### config.mk
export PLATFORM = sky130hd
export DESIGN_NAME = linear_cordic_vectoring_mode
export DESIGN_NICKNAME = d
export VERILOG_FILES = /design/src/rtl/cordic_pkg.sv /design/src/rtl/linear_cordic_vectoring_mode_stage.sv /design/src/rtl/linear_cordic_vectoring_mode.sv
export SDC_FILE = /design/constraint.sdc
export NUM_CORES = 2
export LEC_CHECK = 0
export ABC_AREA = 1
export CORE_MARGIN = 2
export CORE_UTILIZATION = 30
export DETAILED_ROUTE_END_ITERATION = 10
export DONT_BUFFER_PORTS = 1
export PLACE_DENSITY = 0.48
export SYNTH_ARGS = -nofsm -noshare
export SYNTH_HDL_FRONTEND = slang
export SYNTH_HIERARCHICAL = 1
export SYNTH_SLANG_ARGS = --single-unit
export TNS_END_PERCENT = 5
### constraint.sdc
create_clock -name clk -period 2.79 [get_ports clk]
set_input_delay 0.837 -clock clk [delete_from_list [all_inputs] [get_ports clk]]
set_output_delay 0.837 -clock clk [all_outputs]
set_load 0.01 [all_outputs]
### src/rtl/cordic_pkg.sv
// Shared Q-format constants, bundle types and helpers for the
// linear CORDIC rotation/vectoring pipelines.
package cordic_pkg;

  localparam int WIDTH = 16;
  localparam int FRAC  = 14;
  localparam int GUARD = 2;
  localparam int IW    = WIDTH + 2 * GUARD;

  typedef logic signed [WIDTH-1:0] word_t;
  typedef logic signed [IW-1:0]    ival_t;

  typedef struct packed {
    logic  valid;
    logic  err;
    word_t x;
    ival_t y;
    ival_t z;
  } vec_t;

  localparam ival_t SMAX = ival_t'((1 <<< (WIDTH - 1)) - 1);
  localparam ival_t SMIN = ival_t'(-(1 <<< (WIDTH - 1)));

  // 2^-i expressed in the Q3.16 internal format
  function automatic ival_t inc(input int i);
    return ival_t'(1) <<< (FRAC + GUARD - i);
  endfunction

  function automatic word_t sat16(input ival_t v);
    ival_t s;
    s = v >>> GUARD;
    if (s > SMAX) begin
      return word_t'(SMAX[WIDTH-1:0]);
    end else if (s < SMIN) begin
      return word_t'(SMIN[WIDTH-1:0]);
    end else begin
      return s[WIDTH-1:0];
    end
  endfunction

endpackage

### src/rtl/linear_cordic_vectoring_mode_stage.sv
// One linear vectoring iteration: steer y toward zero, and
// accumulate the matching 2^-STAGE step into z.
module linear_cordic_vectoring_stage
  import cordic_pkg::*;
#(
  parameter int STAGE = 0
) (
  input  logic clk,
  input  logic reset,
  input  vec_t i_s,
  output vec_t o_s
);

  vec_t  r_s;
  ival_t w_xs;
  ival_t w_y;
  ival_t w_z;
  logic  w_dpos;

  always_comb begin
    w_xs   = (ival_t'($signed(i_s.x)) <<< GUARD) >>> STAGE;
    w_dpos = i_s.y[IW-1] != i_s.x[WIDTH-1];
    if (w_dpos) begin
      w_y = i_s.y + w_xs;
      w_z = i_s.z - inc(STAGE);
    end else begin
      w_y = i_s.y - w_xs;
      w_z = i_s.z + inc(STAGE);
    end
  end

  always_ff @(posedge clk) begin
    if (reset) begin
      r_s <= '0;
    end else begin
      r_s.valid <= i_s.valid;
      r_s.err   <= i_s.err;
      r_s.x     <= i_s.x;
      r_s.y     <= w_y;
      r_s.z     <= w_z;
    end
  end

  assign o_s = r_s;

endmodule

### src/rtl/linear_cordic_vectoring_mode.sv
// Pipelined linear CORDIC, vectoring mode: Z_O = Z_i + Y_i / X_i.
// One sample per clock, latency of STAGES cycles, no backpressure.
module linear_cordic_vectoring_mode
  import cordic_pkg::*;
#(
  parameter int STAGES = 16
) (
  input  logic        clk,
  input  logic        reset,
  input  logic        valid_i,
  input  logic [15:0] X_i,
  input  logic [15:0] Y_i,
  input  logic [15:0] Z_i,
  output logic        valid_o,
  output logic [15:0] X_O,
  output logic [15:0] Y_O,
  output logic [15:0] Z_O,
  output logic        err_o
);

  vec_t w_in;
  vec_t w_pipe [STAGES+1];

  logic        r_valid;
  logic        r_err;
  logic [15:0] r_x;
  logic [15:0] r_y;
  logic [15:0] r_z;

  always_comb begin
    w_in       = '0;
    w_in.valid = valid_i;
    w_in.err   = valid_i && (X_i == '0);
    w_in.x     = X_i;
    w_in.y     = ival_t'($signed(Y_i)) <<< GUARD;
    w_in.z     = ival_t'($signed(Z_i)) <<< GUARD;
  end

  assign w_pipe[0] = w_in;

  for (genvar i = 0; i < STAGES; i++) begin : g_stage
    linear_cordic_vectoring_stage #(
      .STAGE(i)
    ) u_stage (
      .clk  (clk),
      .reset(reset),
      .i_s  (w_pipe[i]),
      .o_s  (w_pipe[i+1])
    );
  end

  // last stage already holds the sample; this register only
  // narrows back to Q1.14 with saturation
  always_ff @(posedge clk) begin
    if (reset) begin
      r_valid <= 1'b0;
      r_err   <= 1'b0;
      r_x     <= '0;
      r_y     <= '0;
      r_z     <= '0;
    end else begin
      r_valid <= w_pipe[STAGES].valid;
      r_err   <= w_pipe[STAGES].err;
      r_x     <= w_pipe[STAGES].x;
      r_y     <= sat16(w_pipe[STAGES].y);
      r_z     <= sat16(w_pipe[STAGES].z);
    end
  end

  assign valid_o = r_valid;
  assign err_o   = r_err;
  assign X_O     = r_x;
  assign Y_O     = r_y;
  assign Z_O     = r_z;

endmodule

==> out/qor.csv <==
stage,metric,value,unit
status,outcome,finished clean,
cts,H-tree depth,3,
global_route,largest net degree at the start of global routing,550,
route,wire length per cell,13.1,um
floorplan,area of the core,187000,um2
cts,Worst-path clk slew,0.06,ns
floorplan,# IOs,101,
yosys,Post-Syn Area,56400,um2
timing,Max Clk Rate,0.371,GHz
timing,final setup violation count,0,
critical_path,CP required,3.45,ns
critical_path,Setup crit end kind,flip-flop,
route,DRT iter0 DRCs,2428,
timing,period utilisation layout,96.5,%
cts,Max clock buf depth,3,
pwr,Sequential Power Share,37.9,%
floorplan,Initial Utilization,30.1,%
floorplan,height of the die,438,um
global_route,vias in the first global route,48200,
cts,worst skew pair latency,0.76,ns
timing,crit path time final,2.69,ns
route,Post-DRT Antenna Nets,0,
timing,Layout Skew,0.0648,ns
cells_and_area,fin area,64500,um2
placed_design,Post-Place Cell Area,60000,um2
floorplan,number of placement rows,159,
floorplan,die width,438,um
global_route,initial antenna violation count,3,
cells_and_area,Multi-input gate area,31900,um2
cts,hold buffer count at CTS,0,
critical_path,Critical Path AT,3.35,ns
route,DRT Pass-1 Iters,5,
critical_path,reg2reg end,g_stage[7].u_stage/o_s[39]$_SDFF_PP0_,
placed_design,port bufs,0,
timing,hold slack,0.151,ns
placed_design,gp weighted congestion,0.870,
pwr,Clk network pwr share,38.0,%
flow_run,max_cap viols,0,
pwr,Peak VDD IR,0.497,mV
placed_design,Post-DP HPWL,113000,um
pwr,NetSw,0.0130,W
cells_and_area,Layout fillers,20400,
yosys,Gate Count Post-Synth,8241,
route,via count,48800,
cts,Root Driver,clkbuf_16,
cts,Clock Sinks,959,
critical_path,Reg2Reg Depth,18,
timing,Final WS setup,0.0976,ns
critical_path,Startpoint Class,flip-flop,
timing,Slew headroom,6.43,%
pwr,Cell Int Power,0.0277,W
cells_and_area,Nets,8957,
cts,TritonCTS clock tree,built,
cells_and_area,sequential standard cell area,19200,um2
global_route,first-pass GRT wire length,241000,um
pwr,Gate power share,24.0,%
placed_design,Place WS,-0.179,ns
timing,Slew Limit Fails,0,
hold_path,WHS Endpoint,g_stage[0].u_stage/o_s[16]$_SDFF_PP0_,
critical_path,Crit Path Max Fanout,5,
route,Via density,4.44,
pwr,Pleak,31.8,nW
critical_path,register-to-register setup slack,0.1,ns
cts,number of buffers created by CTS,112,
timing,Hold Fails Final Rpt,0,
timing,setup_tns,0,ns
critical_path,worst reg2reg startpoint,g_stage[6].u_stage/o_s[45]$_SDFF_PP0_,
critical_path,CP Class,flip-flop to flip-flop,
cells_and_area,ant diodes,0,
yosys,Avg Inst Size Synth,6.85,um2
floorplan,Die Area,192000,um2
global_route,Tot GR Track Use,15.0,%
route,WL final,144000,um
pwr,PwrDens,631,nW/um2
hold_path,Hold Path Origin,Z_i[14],
hold_path,worst hold path depth,1,
global_route,Congestion Overflow GR,0,
pwr,Design Power,0.0407,W
timing,Slew @ Worst Pin,1.40,ns
yosys,synth warn,6,
hold_path,HP Class,input pin to flip-flop,
route,Remaining DRCs,0,
cells_and_area,layout cell share with drive strength beyond 1,11.1,%
cells_and_area,Layout area overhead,14.4,%
timing,RSZ-0062 raised after global routing,true,
pwr,sw frac,31.9,%
## worst max-delay path, cell delays in order, from the launching register on
cell and delay (ns):
dfxtp_1 0.32, inv_2 0.07, ha_2 0.19, nand3_1 0.10, nand3b_1 0.21, nor2_2 0.18
nand3_2 0.14, nor2_4 0.19, nor2_1 0.06, ha_1 0.34, nand2_1 0.13, nor2_1 0.15
inv_1 0.08, nor2_4 0.10, nand3_2 0.10, nand3_1 0.09, nand2_1 0.05, inv_1 0.05
nor2_1 0.04
## sequential cells by signal (all words and copies together), names as in the netlist
name and flops:
valid_o 1, Z_O 16, Y_O 16, g_stage.u_stage/o_s 909, err_o 1, X_O 16
## power by group through the flow
stage                     registers (W)  clock network (W)  logic, W
after floorplan                  0.0155                  0   0.00734
after global placement           0.0158                  0   0.00944
after detailed placement         0.0158                  0   0.00945
after CTS                        0.0155             0.0161   0.00954
after global routing             0.0156             0.0167    0.0112
final                            0.0154             0.0155   0.00979
## repair_timing
action                                  4_1_cts  5_1_grt
endpoints found under the setup margin        4      115
buffers inserted                              0       11
pin swaps                                     0       35
cloned                                        0        0
resized for setup                             5      135
## placed cells by master (no fill, tap or decap), types with 9 or more instances in the layout
master,count
a21o_1,10
nand3_2,82
nor2_1,1337
nand4_1,31
and2_4,17
clkinv_2,18
nor2_4,33
inv_2,86
clkbuf_8,30
buf_4,152
fa_1,32
ha_1,459
nor3_2,13
nand2_2,130
nor4_1,30
a31oi_1,19
o21ai_0,291
o21a_1,19
clkbuf_16,112
clkinvlp_4,9
nor3_1,49
clkbuf_1,11
dfxtp_1,954
xnor2_1,18
nand3b_1,10
nand2_1,1781
nor2_2,88
o21bai_1,34
bufinv_16,11
nand3_1,360
inv_1,1248
o21ai_1,21
xor2_1,124
a21oi_2,45
a21oi_1,677
o21ai_2,19
ha_2,13
## worst max path at each step
stage	slack, ns	end	from	depth (start not counted)
after floorplan	0.08	g_stage[0].u_stage/o_s[39]$_SDFF_PP0_	X_i[1]	14
after global placement	-0.19	g_stage[0].u_stage/o_s[39]$_SDFF_PP0_	X_i[0]	14
after detailed placement	-0.18	g_stage[0].u_stage/o_s[39]$_SDFF_PP0_	X_i[1]	14
after CTS	0.02	g_stage[5].u_stage/o_s[39]$_SDFF_PP0_	g_stage[4].u_stage/o_s[43]$_SDFF_PP0_	17
after global routing	-0.16	g_stage[7].u_stage/o_s[39]$_SDFF_PP0_	g_stage[6].u_stage/o_s[45]$_SDFF_PP0_	18
final	0.1	g_stage[7].u_stage/o_s[39]$_SDFF_PP0_	g_stage[6].u_stage/o_s[45]$_SDFF_PP0_	18
## layout make-up
cell class / count / area share [%]
Timing Repair Buffer: 155 / 1.86
Tap cell: 2495 / 4.84
Sequential cell: 959 / 29.8
Multi-Input combinational cell: 5821 / 49.5
Clock inverter: 57 / 1.16
Inverter: 1345 / 7.85
Clock buffer: 153 / 5.05
## through the flow
stage                     util (%)  cells
after global placement        32.0  10800
after global routing          34.4  11000
after floorplan                  -   8243
after CTS                     34.1  11000
after detailed placement      32.0  10800
final                         34.4  11000
## routing by layer
metal	wire length, um	up-vias	track usage [%]
met2	66800	552	26.2
met1	69300	21800	19.3
met3	3840	213	1.82
met5	0	-	0
met4	4130	0	4.64
li1	-	26200	-
No activity file was read; power rests on OpenSTA's default activity.
==> variant, RTL diff (config.mk and constraints unchanged) <==
`STAGES`: 16 -> 8.
--- a/src/rtl/linear_cordic_vectoring_mode.sv
+++ b/src/rtl/linear_cordic_vectoring_mode.sv
@@ -4,5 +4,5 @@
   import cordic_pkg::*;
 #(
-  parameter int STAGES = 16
+  parameter int STAGES = 8
 ) (
   input  logic        clk,
Formal check against the unedited RTL: not equivalent (a bounded check fails within 4 cycles, from zero or initial values and one cycle with reset high).
==> variant against the original RTL <==
Clock power is 48% lower. Combinational power shrank 7.0%. Cell area fell by 51%. Sequential cell count shrank 463. Synthesized area down 52%. Hold slack better by 0.14 ns. Worst setup slack better by 0.049 ns. Routed wire length shrank 55%. Critical path depth is 4 lower. Synthesized cell count decreased by 53%. Total power is 36% lower. Global-route usage is 1.0 points lower. Die area shrank 51%. Largest power group is now combinational logic. Highest routed layer unchanged.
==> variant: results (changes against the original RTL) <==
metric,value,unit,change
met3 WL,1900,um,-51%
Clock Latency Late Sink,0.63,ns,-0.13 ns
hpwl dp,50900,um,-55%
Critical Path Slowest Stage Cell,ha_1,,
WL met2,31700,um,-53%
metal1 wirelength,30000,um,-57%
DRT Pass-1 Iters,5,,unchanged
largest net degree at the start of global routing,301,,-45%
routing usage on met3,1.87,%,+0.047 points
postcts setup bufs,0,,unchanged
first-pass GRT wire length,110000,um,-54%
1st-iter DRT viols,1143,,-53%
H-tree lvl count,2,,-1
Global Route met1 Usage,16.9,%,-2.3 points
sequential power share,33.7,%,-4.2 points
met2 Track Usage GR,25.7,%,-0.50 points
syn_area_per_cell,6.97,sq um,+1.8%
outcome,finished clean,,
Placed Cells,5132,,-52%
Hold Crit Class,in -> reg,,
P_leak,0.0157,uW,-51%
Worst Path Max Fanout,5,,unchanged
VDD IR max,0.000550,V,+11%
Clock Skews,0.0312,ns,-0.0335 ns
Num CTS Buffers,58,,-48%
total track usage,14.0,%,-1.0 points
number of global-route vias before repair,22527,,-53%
post-route non-filler standard cell count,5248,,-52%
Logic power comb,9100,uW,-7.0%
Post-Place Cell Area,0.0292,sq mm,-51%
n_diodes,0,,unchanged
nets,4298,,-52%
dpl ws,-0.242,ns,-0.0634 ns
Worst path max stage delay,0.38,ns,+0.04 ns
Top delay family on crit path,simple AND/OR/NAND/NOR gates,,
IO Port Bufs,0,,unchanged
root buffer cell,clkbuf_16,,
Clock transition at path regs,0.06,ns,about the same
wire per inst,12.5,um,-5.0%
Worst Tran Pin Value,0.838,ns,-0.566 ns
clock tree buffer depth,3,,unchanged
initial antenna violation count,1,,-2
top layer in use,met4,,
pwr/cell area,814,mW/mm^2,+29%
P_int,16700,uW,-40%
fraction of layout cells with a size suffix above 1,12.6,%,+1.5 points
Placer Congestion,0.828,,-4.8%
max FFs per register,446,,-51%
Vias per Instance,4.35,,-2.0%
post-CTS sizing,2,,-3
Yosys warnings,6,,unchanged
## variant: worst paths after layout
path,from,to,slack [ns],depth (start not counted)
setup / recovery,g_stage[1].u_stage/o_s[40],g_stage[2].u_stage/o_s[37],0.15,14
hold / removal,Z_i[14],g_stage[0].u_stage/o_s[16],0.29,1
setup reg to reg,g_stage[1].u_stage/o_s[40],g_stage[2].u_stage/o_s[37],0.15,14
hold reg to reg,g_stage[6].u_stage/o_s[6],g_stage[7].u_stage/o_s[6],0.39,2
## variant: worst reg2reg max path, delay by kind of cell (launching register included)
kind / cells / cell delay (ns)
buffers and inverters: 2 / 0.22
AO/OA/AOI/OAI: 2 / 0.23
adder cells (fa/ha/maj): 2 / 0.55
AND/OR/NAND/NOR: 8 / 1.20
flip-flops: 1 / 0.32
## variant: area by class of cell
class	count	area, sq um
clock inverter	24	389
tap	1176	1470
multi-input combinational	2691	15000
sequential	496	9930
clock buffer	82	1710
fill	9658	58300
timing repair buffer	116	887
inverter	663	2500
